**src/rtl/sofa_ccff_loader.sv**
```systemverilog
// Configuration-chain loader for a SOFA-style FPGA fabric: presets the fabric,
// then shifts one word per prog_clk pulse into NUM_CHAINS parallel ccff chains.
module sofa_ccff_loader #(
   parameter int NUM_CHAINS    = 12,
   parameter int LEN_W         = 16,
   parameter int PRESET_CYCLES = 4
) (
   input  logic                  clk,
   input  logic                  reset,
   input  logic                  start,
   input  logic [LEN_W-1:0]      cfg_len,
   input  logic                  abort,
   input  logic                  word_valid,
   input  logic [NUM_CHAINS-1:0] word_data,
   output logic                  word_ready,
   output logic [NUM_CHAINS-1:0] ccff_head,
   output logic                  prog_clk,
   output logic                  config_enable,
   output logic                  pReset,
   output logic                  busy,
   output logic                  done
);

   typedef enum logic [1:0] {
      IDLE     = 2'd0,
      PRESET   = 2'd1,
      SHIFT_LO = 2'd2,
      SHIFT_HI = 2'd3
   } state_t;

   localparam logic [7:0] PRESET_LAST = 8'(PRESET_CYCLES - 1);

   state_t                  state_r, state_s;
   logic [LEN_W-1:0]        len_r, len_s;
   logic [LEN_W-1:0]        cnt_r, cnt_s;
   logic [7:0]              pcnt_r, pcnt_s;
   logic [NUM_CHAINS-1:0]   head_s;
   logic                    pclk_s;
   logic                    cfg_en_s;
   logic                    prst_s;
   logic                    ready_s;
   logic                    busy_s;
   logic                    done_s;

   // Next-state and next-output logic; every output is computed here and registered below.
   always_comb begin
      state_s  = state_r;
      len_s    = len_r;
      cnt_s    = cnt_r;
      pcnt_s   = pcnt_r;
      head_s   = ccff_head;
      pclk_s   = 1'b0;
      cfg_en_s = config_enable;
      prst_s   = pReset;
      ready_s  = 1'b0;
      busy_s   = 1'b1;
      done_s   = 1'b0;

      if (abort && (state_r != IDLE)) begin
         state_s  = IDLE;
         head_s   = {NUM_CHAINS{1'b0}};
         cfg_en_s = 1'b0;
         prst_s   = 1'b0;
         busy_s   = 1'b0;
      end else begin
         case (state_r)
            IDLE: begin
               busy_s = 1'b0;
               if (start && !abort) begin
                  if (cfg_len != {LEN_W{1'b0}}) begin
                     len_s    = cfg_len;
                     cnt_s    = {LEN_W{1'b0}};
                     pcnt_s   = 8'd0;
                     state_s  = PRESET;
                     cfg_en_s = 1'b1;
                     prst_s   = 1'b1;
                     busy_s   = 1'b1;
                  end else begin
                     done_s = 1'b1;
                  end
               end else begin
                  state_s = IDLE;
               end
            end
            PRESET: begin
               if (pcnt_r == PRESET_LAST) begin
                  state_s = SHIFT_LO;
                  prst_s  = 1'b0;
                  ready_s = 1'b1;
               end else begin
                  pcnt_s = pcnt_r + 8'd1;
               end
            end
            SHIFT_LO: begin
               // Head changes only on a handshake, so it stays put through a stall.
               if (word_valid && word_ready) begin
                  state_s = SHIFT_HI;
                  head_s  = word_data;
                  pclk_s  = 1'b1;
                  cnt_s   = cnt_r + LEN_W'(1);
               end else begin
                  ready_s = 1'b1;
               end
            end
            SHIFT_HI: begin
               if (cnt_r < len_r) begin
                  state_s = SHIFT_LO;
                  ready_s = 1'b1;
               end else begin
                  state_s  = IDLE;
                  done_s   = 1'b1;
                  cfg_en_s = 1'b0;
                  busy_s   = 1'b0;
                  head_s   = {NUM_CHAINS{1'b0}};
               end
            end
            default: begin
               state_s  = IDLE;
               head_s   = {NUM_CHAINS{1'b0}};
               cfg_en_s = 1'b0;
               prst_s   = 1'b0;
               busy_s   = 1'b0;
            end
         endcase
      end
   end

   // State, counters and registered outputs.
   always_ff @(posedge clk) begin
      if (reset) begin
         state_r       <= IDLE;
         len_r         <= {LEN_W{1'b0}};
         cnt_r         <= {LEN_W{1'b0}};
         pcnt_r        <= 8'd0;
         ccff_head     <= {NUM_CHAINS{1'b0}};
         prog_clk      <= 1'b0;
         config_enable <= 1'b0;
         pReset        <= 1'b0;
         word_ready    <= 1'b0;
         busy          <= 1'b0;
         done          <= 1'b0;
      end else begin
         state_r       <= state_s;
         len_r         <= len_s;
         cnt_r         <= cnt_s;
         pcnt_r        <= pcnt_s;
         ccff_head     <= head_s;
         prog_clk      <= pclk_s;
         config_enable <= cfg_en_s;
         pReset        <= prst_s;
         word_ready    <= ready_s;
         busy          <= busy_s;
         done          <= done_s;
      end
   end

endmodule
```
**config.mk**
```make
export PLATFORM = sky130hd
export DESIGN_NAME = sofa_ccff_loader
export DESIGN_NICKNAME = d
export VERILOG_FILES = /design/src/rtl/sofa_ccff_loader.sv
export SDC_FILE = /design/constraint.sdc
export NUM_CORES = 1
export LEC_CHECK = 0
export ABC_AREA = 1
export CORE_ASPECT_RATIO = 1.2
export CORE_MARGIN = 8
export CORE_UTILIZATION = 49
export DETAILED_ROUTE_END_ITERATION = 8
export HOLD_SLACK_MARGIN = 0.12
export PLACE_DENSITY = 0.77
export SLEW_MARGIN = 15
export SYNTH_ARGS = -nofsm -noshare
export SYNTH_HDL_FRONTEND = slang
export SYNTH_SLANG_ARGS = --single-unit
```
**constraint.sdc**
```tcl
create_clock -name clk -period 1.8 [get_ports clk]
set_input_delay 0.27 -clock clk [delete_from_list [all_inputs] [get_ports clk]]
set_output_delay 0.27 -clock clk [all_outputs]
set_load 0.05 [all_outputs]
```
==> out/summary.txt <==
Final Hold Violating Endpoints - 0
Crit path arrival time - 1.49 ns
Outcome - complete, no violations
GRT Resource Usage Total - 18.8%
CTS Buffer Depth - 2
H-tree depth - 3
Die H - 106 um
Number of inserted diodes - 0
Vias in the first global route - 3459
Slowest CP cell - clkdlybuf4s50_1
Initial Utilization - 50.8%
Final wirelength - 9240 um
R2r setup slk - 0.06 ns
Sequential element share of the synthesized area - 36.7%
Later-pin clock latency in the skew report - 0.34 ns
Max-cap violations - 0
Min cycle time layout - 1.76 ns
DP HPWL - 6380 um
Power share of the clock group - 16.3%
Antenna violations before repair - 0
Layout cells sized above 1 - 27.3%
Ports - 51
Final slew viol count - 0
Post-synthesis area per instance - 6.91 um2
Post-synth top flop - dfxtp_1
Pwr Density - 1290 mW/mm2
Xor-xnor portion of the synthesized cell area - 1.60%
DRC violations left - 0
DRT iter0 DRCs - 195
First-pass GRT wire length - 15000 um
Maximum vdd drop - 0.885 mV
Largest family of logic cells by synthesized area - simple AND/OR/NAND/NOR gates
Actual slew at the worst max-slew pin - 0.536 ns
Gate power share - 55.6%
Area share of fa/ha/maj cells after synthesis - 8.02%
Crit path required time - 1.53 ns
Worst hold stages - 2
Worst min path class - register to register
Pwr Total - 6130 uW
Cells along the critical path - clkdlybuf4s50_1
Layout fillers - 460
Syn_nets - 528
Int Power - 3460 uW
Setup Skew - 0.00753 ns
Reg power frac - 28.1%
Post-DRT Antenna Nets - 0
Clock Sinks - 60
Area after DPL - 0.00425 mm2
CORE AREA - 0.00645 mm2
Die X - 90.7 um
Crit path max-delay family - buffers and inverters
Largest net degree at the start of global routing - 17
#FFs+latches synth - 60
Die area - 0.00957 mm2
Worst-case reg-to-reg path depth - 11
Critical-path maximum fanout - 2
Compound-gate portion of the synthesized area - 13.7%
EDFF count, synth - 0
Hold Worst Slack - 0.462 ns
Syn Inst Count - 474
Crit path kind - register to output port
Fin util - 73.9%
Final setup violation count - 0
Mapped cell area - 0.00328 mm2
Simple-gate share of the synthesized area - 29.3%
CTS tree - built
Buf+Inv Stages, Crit Path - 1
Switch share - 43.5%
NetSw - 2670 uW
WP depth - 1
Post-synthesis mux area share - 0%
Total CTS buffers - 9
Final Cell Area - 0.00476 mm2
P_leak - 0.00212 uW
Fin crit share - 98.0%
RSZ-0062 raised after global routing - true
Vias per cell - 5.13
Grt total ovfl - 0
Nets - 639
CTS Hold Bufs - 0
PortBufs - 50
Ys async rst share - 0%
GPL Wtd Cong - 0.872
Worst Setup Start Kind - register
Root Driver - clkbuf_8
Max stage delay on crit path - 0.81 ns
Pre-Repair DR Iteration Count - 5
Distinct cells, synth - 28
Worst setup EP type - output port
Layout Area Growth over Synthesis - 45.4%
Max_slew headroom - 64.2%
Routed len/inst - 13.7 um
Row Count - 32
Fmax - 0.567 GHz
Vias - 3457
Clock slew at reported path FFs - 0.06 ns
Synth Warn # - 0
## routing by layer
layer  vias up  global-route usage, %  part of all wire, %
met5         -                      0                    0
met4         0                   5.84                  1.5
met3        14                   5.61                  6.3
met2       101                   34.9                   53
met1      1610                   19.7                   39
li1       1732                      -                    -
## state kept, by name (all words and copies together), names as in the netlist
register / flops
config_enable: 1
busy: 1
done: 1
prog_clk: 1
pcnt_r: 8
word_ready: 1
ccff_head: 12
state_r: 2
cnt_r: 16
pReset: 1
len_r: 16
## Yosys cell counts (2+ instances only)
| master | n | area share, % |
|---|---|---|
| xor2_1 | 4 | 1.1 |
| nand3_2 | 4 | 1.2 |
| xnor2_1 | 2 | 0.53 |
| a211oi_1 | 3 | 0.69 |
| o21ai_0 | 24 | 3.7 |
| buf_2 | 2 | 0.31 |
| dfxtp_1 | 60 | 37 |
| nand2_1 | 104 | 12 |
| clkbuf_1 | 6 | 0.69 |
| nand4_1 | 15 | 2.9 |
| a21oi_1 | 33 | 5.0 |
| o21ai_2 | 7 | 1.9 |
| nor3_1 | 8 | 1.2 |
| nand3_1 | 15 | 2.3 |
| buf_6 | 2 | 0.69 |
| inv_1 | 75 | 8.6 |
| ha_1 | 21 | 8.0 |
| inv_2 | 4 | 0.46 |
| nor2_1 | 71 | 8.1 |
| a21oi_2 | 6 | 1.6 |
## path summary, 6_finish.rpt
path,from,end
setup / recovery,config_enable$_SDFFE_PP0P_,config_enable
setup reg to reg,state_r[0]$_SDFFE_PP0P_,cnt_r[8]$_SDFFE_PP0P_
hold / removal,config_enable$_SDFFE_PP0P_,config_enable$_SDFFE_PP0P_
hold reg to reg,config_enable$_SDFFE_PP0P_,config_enable$_SDFFE_PP0P_
## placed cells by master (no fill, tap or decap), drive strengths merged
master / instances
a211oi: 4
a21oi: 39
a31oi: 1
a41oi: 1
buf: 60
clkbuf: 12
clkdlybuf4s50: 46
clkinv: 3
dfxtp: 60
dlymetal6s2s: 2
ha: 21
inv: 79
nand2: 107
nand3: 20
nand4: 16
nor2: 71
nor3: 9
nor3b: 1
o21ai: 31
xnor2: 2
xor2: 4
## stage by stage
step	instances	setup TNS, ns	worst slack [ns]
floorplan	474	0	0.0179
global placement	651	-3.60	-0.200
detailed placement	651	-6.20	-0.279
CTS	673	0	0.00212
global route	674	-0.522	-0.0684
finish	674	0	0.0365
## kinds of logic after synthesis
kind of cell               count (synthesis)
and+or+nand+nor                          222
buffers and inverters                     89
AOI/OAI and AO/OA                         76
DFF                                       60
adders and majority gates                 21
xor gates and xnor gates                   6
## timing repair
item                       4_1_cts  5_1_grt
pin swaps                       11       25
gates resized for setup         19       63
setup buffers                    4        2
setup endpoints to repair       18       36
cloned                           3        0
## power by group through the flow
stage	Sequential [uW]	Clock [uW]	Combinational [uW]
2_1_floorplan	2130	0	1440
3_3_place_gp	1700	0	2830
3_5_place_dp	1710	0	2890
4_1_cts	1700	1020	3220
5_1_grt	1750	1070	3720
6_report	1720	1000	3410
## cell type report
cell class	count	area, um2	area share, %
Clock buffer	12	135	2.84
Clock inverter	3	15.0	0.315
Inverter	79	309	6.49
Multi-Input combinational cell	327	2000	42.0
Sequential cell	60	1230	25.7
Tap cell	85	106	2.23
Timing Repair Buffer	108	972	20.4
Power figures use the tool's default switching activity.
